### src/rtl/tt_um_serial_adder.sv
// Bit-serial 4+4+1 adder: operands load on start, add LSB first over four shift cycles.
// Latency: load edge plus four shift edges, then result/done are registered.
// Backpressure: none; ena=0 freezes all state, start held high yields one operation.
module tt_um_serial_adder (
  input  logic       clk,
  input  logic       rst_n,
  input  logic       ena,
  input  logic [7:0] ui_in,
  input  logic [7:0] uio_in,
  output logic [7:0] uo_out,
  output logic [7:0] uio_out,
  output logic [7:0] uio_oe
);

  typedef enum logic [1:0] {IDLE, SHIFT, DONE} state_t;

  state_t     state;
  state_t     state_nxt;
  logic [3:0] a_sr;
  logic [3:0] b_sr;
  logic [3:0] acc;
  logic       carry;
  logic [1:0] idx;
  logic [4:0] result;
  logic       busy;
  logic       done;

  logic       start;
  logic       cin;
  logic       sum_bit;
  logic       carry_nxt;
  logic [3:0] acc_nxt;
  logic       serial_bit;
  logic       unused_uio;

  assign start      = uio_in[0];
  assign cin        = uio_in[1];
  assign unused_uio = ^uio_in[7:2];

  // One full-adder slice working on the current LSBs.
  assign sum_bit    = a_sr[0] ^ b_sr[0] ^ carry;
  assign carry_nxt  = (a_sr[0] & b_sr[0]) | (a_sr[0] & carry) | (b_sr[0] & carry);
  assign acc_nxt    = {sum_bit, acc[3:1]};
  assign serial_bit = (state == SHIFT) ? sum_bit : 1'b0;

  // Next-state logic: start only matters in IDLE and DONE.
  always_comb begin
    state_nxt = state;
    case (state)
      IDLE:    if (start) state_nxt = SHIFT;
      SHIFT:   if (idx == 2'd3) state_nxt = DONE;
      DONE:    if (!start) state_nxt = IDLE;
      default: state_nxt = IDLE;
    endcase
  end

  // State register with busy/done flags registered alongside it.
  always_ff @(posedge clk or negedge rst_n) begin
    if (!rst_n) begin
      state <= IDLE;
      busy  <= 1'b0;
      done  <= 1'b0;
    end else if (ena) begin
      state <= state_nxt;
      busy  <= (state_nxt == SHIFT);
      done  <= (state_nxt == DONE);
    end
  end

  // Datapath: load in IDLE, shift/accumulate in SHIFT, capture result on the last shift.
  always_ff @(posedge clk or negedge rst_n) begin
    if (!rst_n) begin
      a_sr   <= 4'd0;
      b_sr   <= 4'd0;
      acc    <= 4'd0;
      carry  <= 1'b0;
      idx    <= 2'd0;
      result <= 5'd0;
    end else if (ena) begin
      if (state == IDLE && start) begin
        a_sr  <= ui_in[3:0];
        b_sr  <= ui_in[7:4];
        carry <= cin;
        acc   <= 4'd0;
        idx   <= 2'd0;
      end else if (state == SHIFT) begin
        a_sr  <= {1'b0, a_sr[3:1]};
        b_sr  <= {1'b0, b_sr[3:1]};
        carry <= carry_nxt;
        acc   <= acc_nxt;
        idx   <= idx + 2'd1;
        if (idx == 2'd3) result <= {carry_nxt, acc_nxt};
      end
    end
  end

  assign uo_out  = {1'b0, busy, done, result};
  assign uio_out = {idx, carry, serial_bit, 4'b0000};
  assign uio_oe  = 8'hF0;

endmodule
### config.mk
export PLATFORM = sky130hd
export DESIGN_NAME = tt_um_serial_adder
export DESIGN_NICKNAME = d
export VERILOG_FILES = /design/src/rtl/tt_um_serial_adder.sv
export SDC_FILE = /design/constraint.sdc
export NUM_CORES = 1
export LEC_CHECK = 0
export CAP_MARGIN = 20
export CORE_MARGIN = 2
export CORE_UTILIZATION = 46
export CTS_BUF_LIST = sky130_fd_sc_hd__clkbuf_2
export DETAILED_ROUTE_END_ITERATION = 16
export GPL_ROUTABILITY_DRIVEN = 0
export PLACE_DENSITY_LB_ADDON = 0.12
export SETUP_SLACK_MARGIN = 0.3
export SYNTH_ARGS = -nofsm -noshare
export SYNTH_HDL_FRONTEND = slang
export SYNTH_SLANG_ARGS = --single-unit
### constraint.sdc
create_clock -name clk -period 2.1 [get_ports clk]
set_input_delay 0.21 -clock clk [delete_from_list [all_inputs] [get_ports clk]]
set_output_delay 0.21 -clock clk [all_outputs]
set_load 0.03 [all_outputs]
**After elaboration in Yosys (flattened, before gate mapping)**

Cells that the tools add are included.

- Input bits: 19
- Word-level logic and storage cells: 43
- Bits in registers: 24
- Output and inout port bits: 24

- Reductions and logical operators: 5
- Bitwise logic cells: 8
- Equality and inequality tests: 5
- Add/sub/neg operators: 1
- Muxes and demuxes: 15

Operator list:

| kind | count |
|---|---|
| $mux 4 | 6 |
| $mux 2 | 5 |
| $eq 2x2->1 const B | 3 |
| $pmux 2 s3 | 1 |
| $eq 2x1->1 const B | 2 |
| $reduce_and 4->1 | 1 |
| $and 1x1->1 | 3 |
| $mux 1 | 3 |
| $add 2x1->2 const B | 1 |
| $logic_not 2->1 | 1 |
| $or 1x1->1 | 2 |
| $reduce_and 2->1 | 1 |
| $reduce_bool 2->1 | 1 |
| $xor 1x1->1 | 2 |
| $logic_and 1x1->1 | 1 |
| $not 1->1 | 1 |

**Longest topological paths before layout**

- Depth after elaboration: 5
- Mapped depth: 5
- Mapped depth without buffers: 5

**Least setup slack after synthesis**

Ideal clock, no wire load.

- Kind: register -> register
- Start point: reg state[1]
- End point: reg a_sr[1]
- Path slack: 531 ps
- Data required time: 1,975 ps
- Period minus slack after synthesis: 1,569 ps
- Buffers on the path: 1
- Data arrival time: 1,444 ps
- Stages on the path, launching flop included: 5
- Library setup time: 125 ps
- Path through: dfrtp_1 -> buf_2 -> nor3b_4 -> mux2_1 -> mux2_2

- Cells in the longest elaborated chain, start to end: 4
- Elaborated cells on any way between the ends: 6
- Those cells by class: 1 x eq/ne; 1 x mux; 4 x reduce/logical

RTL lines:

| item | RTL line | text |
|---|---|---|
| start: declaration | 17 | `state_t state;` |
| start signal: assignment | 64 | `state <= state_nxt;` |
| $logic_not 2->1 | 80 | `if (state == IDLE && start) begin` |
| $logic_and 1x1->1 | 80 |  |
| $reduce_bool 2->1 (no source line) | -- |  |
| $reduce_and 2->1 (no source line) | -- |  |
| end signal: assignment | 81 | `a_sr <= ui_in[3:0];` |
| end signal: assignment | 87 | `a_sr <= {1'b0, a_sr[3:1]};` |
| end: declaration | 19 | `logic [3:0] a_sr;` |

Parallel ways exist; a longest one is shown, timed or not.
A chain may end at the register's enable or synchronous reset.

**Final worst setup path**

- Start point: reg carry
- End point: out uio_out[4]

- Cells in the longest elaborated chain, start to end: 2

RTL lines:

| item | RTL line | text |
|---|---|---|
| start: declaration | 22 | `logic carry;` |
| start signal: assignment | 83 | `carry <= cin;` |
| start signal: assignment | 89 | `carry <= carry_nxt;` |
| $xor 1x1->1 | 41 | `assign sum_bit = a_sr[0] ^ b_sr[0] ^ carry;` |
| $mux 1 | 44 | `assign serial_bit = (state == SHIFT) ? sum_bit : 1'b0;` |
| end: declaration | 11 | `output logic [7:0] uio_out,` |

Every way passes these cells.

==> impl_metrics.env <==
export IMPL_root_buffer="clkbuf_2"
export IMPL_syn_instance_count=102
export IMPL_netlist_area_sq_mm=0.00119
export IMPL_hold_path_class="in2async"
export IMPL_numPortBuffers=23
export IMPL_worstMarginPinSlew_ns=0.710
export IMPL_swShare=0.401
export IMPL_insertion_delay_ns=0.31
export IMPL_avgSynthCellArea_sq_um=11.7
export IMPL_p_comb_frac=0.509
export IMPL_hpwlAfterDp_um=1410
export IMPL_rr_endpoint="a_sr[2]"
export IMPL_layout_nets=145
export IMPL_drc_errors=0
export IMPL_die_w_um=54.9
export IMPL_synth_fa_ha_area_frac=0.0273
export IMPL_yosys_mux_area_fraction=0.164
export IMPL_critical_path_max_stage_delay_ns=0.44
export IMPL_io_pins=43
export IMPL_yosys_area_share_simple=0.0841
export IMPL_ys_seq_elements=23
export IMPL_yosysTopAreaCell="dfrtp_1"
export IMPL_switchingPower_uw=755
export IMPL_start_util=0.485
export IMPL_clk_pin_slew_worst_paths_ns=0.21
export IMPL_arrival_ns=1.67
export IMPL_powerDensity_mw_per_mm2=1340
export IMPL_outcome="finished clean"
export IMPL_die_area_sq_mm=0.00301
export IMPL_critical_path_class="reg2out"
export IMPL_intPower_mw=1.13
export IMPL_critPathRequiredTime_ns=1.89
export IMPL_finalCriticalPeriod_ns=1.88
export IMPL_cp_cell_sequence="inv_2 -> fa_1 -> nor3b_2 -> buf_4"
export IMPL_yosys_warnings=0
export IMPL_globalRouteOverflowTotal=0
export IMPL_slowest_stage="fa_1"
export IMPL_critPathCaptureType="output port"
export IMPL_grt_pass1_vias=715
export IMPL_startpoint_type="flip-flop"
export IMPL_yosysSeqAreaShare=0.484
export IMPL_num_rows=18
export IMPL_post_route_period_util=0.893
export IMPL_report_final_slew_viol_count=0
export IMPL_grt_antenna_before_repair=0
export IMPL_rrSetupSlack_ns=0.44
export IMPL_cp_top_family="adder cells"
export IMPL_drt_pre_antenna_iters=3
export IMPL_drive_above_1_share=0.179
export IMPL_vias=728
export IMPL_wl_per_cell_um=12.2
export IMPL_antenna_left=0
export IMPL_clockBufferDepth=2
export IMPL_fin_skew_ns=0.00177
export IMPL_power_mw=1.88
export IMPL_routed_wl_um=1870
export IMPL_drv_cap=0
export IMPL_coreArea_sq_mm=0.00245
export IMPL_synthToLayoutAreaGrowth_pct=17.8
export IMPL_antenna_cells=0
export IMPL_hold_viol=0
export IMPL_yosys_area_share_xor_xnor=0
export IMPL_cts_tree="built"
export IMPL_r2r_cells=2
export IMPL_max_freq_mhz=533
export IMPL_worstReg2RegStart="state[0]"
export IMPL_synthTopCellsByArea="dfrtp_1 (48%), buf_4 (11%), mux2_2 (7.6%)"
export IMPL_cp_buffers_inverters=2
export IMPL_synth_top_family_by_area="multiplexers"
export IMPL_rsz0062_at_grt="yes"
export IMPL_fin_tns_setup_ns=0
export IMPL_grt_start_max_net_pins=24
export IMPL_p_clk_frac=0.091
export IMPL_cts_hold_buf=0
export IMPL_track_usage=0.152
export IMPL_relSlewSlack=0.526
export IMPL_cts_max_level=1
export IMPL_cp_max_fo=2
export IMPL_setup_viol=0
export IMPL_synth_compound_area_share=0.0925
export IMPL_drtIter0Drc=3
export IMPL_p_leak_nw=0.663
export IMPL_synth_distinct_cells=27
export IMPL_p_seq_frac=0.400
export IMPL_viasPerCell=4.76
export IMPL_die_h_um=54.9
export IMPL_grt_pass1_wl_um=3260
export IMPL_numCtsBuffers=3
export IMPL_vdd_ir_drop_max_mv=0.800
export IMPL_yosysTopAreaCellShare=0.484
export IMPL_clkSinkCount=23
## layout by cell type, fill, tap and decap left out, types with 2 or more instances in the layout
cell | netlist | routed
inv_1 | 7 | 5
o21ai_0 | 3 | 3
o2bb2ai_1 | 2 | 2
inv_2 | 0 | 2
nand2_1 | 4 | 4
clkdlybuf4s50_1 | 0 | 22
and2_1 | 2 | 2
a31oi_1 | 2 | 2
clkbuf_2 | 0 | 3
a22o_1 | 4 | 4
conb_1 | 2 | 13
nor2b_1 | 3 | 3
mux2i_1 | 6 | 6
mux2_1 | 4 | 4
mux2_2 | 8 | 8
dfrtp_1 | 23 | 23
buf_4 | 17 | 4
## cell type report
cell class / instances / area (sq um)
clock inverter: 1 / 5.00
fill: 220 / 1050
multi-input combinational: 63 / 492
timing repair buffer: 26 / 250
clock buffer: 3 / 15.0
inverter: 7 / 26.3
tap: 30 / 37.5
sequential: 23 / 576
## how the worst max path moves through the flow
stage	cells past startpoint	slack, ns	endpoint	start
floorplan	4	0.53	a_sr[1]	state[1]
global placement	4	0.06	uio_out[4]	carry
detailed placement	4	0.07	uio_out[4]	carry
CTS	4	0.20	uio_out[4]	carry
global route	4	0.12	uio_out[4]	carry
finish	4	0.22	uio_out[4]	carry
## flip-flops by register name, indices dropped and copies added, names as in the netlist
name and cells:
a_sr 4, acc 3, b_sr 4, busy 1, carry 1, done 1
idx 2, result 5, state 2
## cells in the mapped netlist, drive strengths merged
cell type / count
dfrtp: 23
o21ai: 4
a31oi: 2
buf: 20
o2bb2ai: 2
a21oi: 1
a32o: 1
ha: 1
and2: 2
nand4b: 1
conb: 2
nand2: 4
inv: 7
nor2b: 4
o22ai: 1
nor3b: 2
nor2: 1
mux2: 12
mux2i: 6
a22o: 4
nand2b: 1
fa: 1
## cells by family after synthesis
logic type	Yosys count
AO/OA/AOI/OAI	15
adder cells (fa/ha/maj)	2
buffers and inverters	27
flip-flops	23
multiplexers	18
other	2
AND/OR/NAND/NOR	15
## power groups by stage
stage	combinational (mW)	sequential (mW)	clock, mW
after floorplan	0.632	0.821	0
after global placement	0.949	0.756	0
after detailed placement	0.962	0.764	0
after CTS	0.970	0.753	0.183
after global routing	1.06	0.783	0.206
final	0.958	0.752	0.172
## metal layers
| metal | GRT usage | vias to the layer above | part of all wire |
|---|---|---|---|
| met1 | 0.193 | 343 | 0.44 |
| met5 | 0 | - | 0 |
| met3 | 0.0301 | 2 | 0.055 |
| li1 | - | 361 | - |
| met4 | 0.0500 | 0 | 0.0054 |
| met2 | 0.258 | 22 | 0.50 |
## what timing repair did
| item | 4_1_cts | 5_1_grt |
|---|---|---|
| gates resized for setup | 8 | 2 |
| endpoints found under the hold margin | 0 | 0 |
| buffers inserted | 0 | 0 |
| gates cloned | 0 | 0 |
| pin swaps | 0 | 2 |
| setup endpoints to repair | 1 | 1 |
## metrics by stage
stage                     cells   util  cell area (sq um)  hold WS (ns)  setup slack [ns]
final                       153  0.571               1400         0.205             0.224
after global routing        153  0.571               1400         0.181             0.120
after CTS                   153  0.571               1400         0.196             0.202
after detailed placement    149  0.562               1380         0.477            0.0685
after global placement      149  0.562               1380         0.470            0.0581
after floorplan             113      -               1230       -0.0856             0.531
## worst reg2reg max path, cell delays in order (launching register included)
cell	delay [ns]
dfrtp_1	0.55
o21ai_2	0.62
mux2_2	0.41
Note: power is estimated with default switching activity, not from simulation.
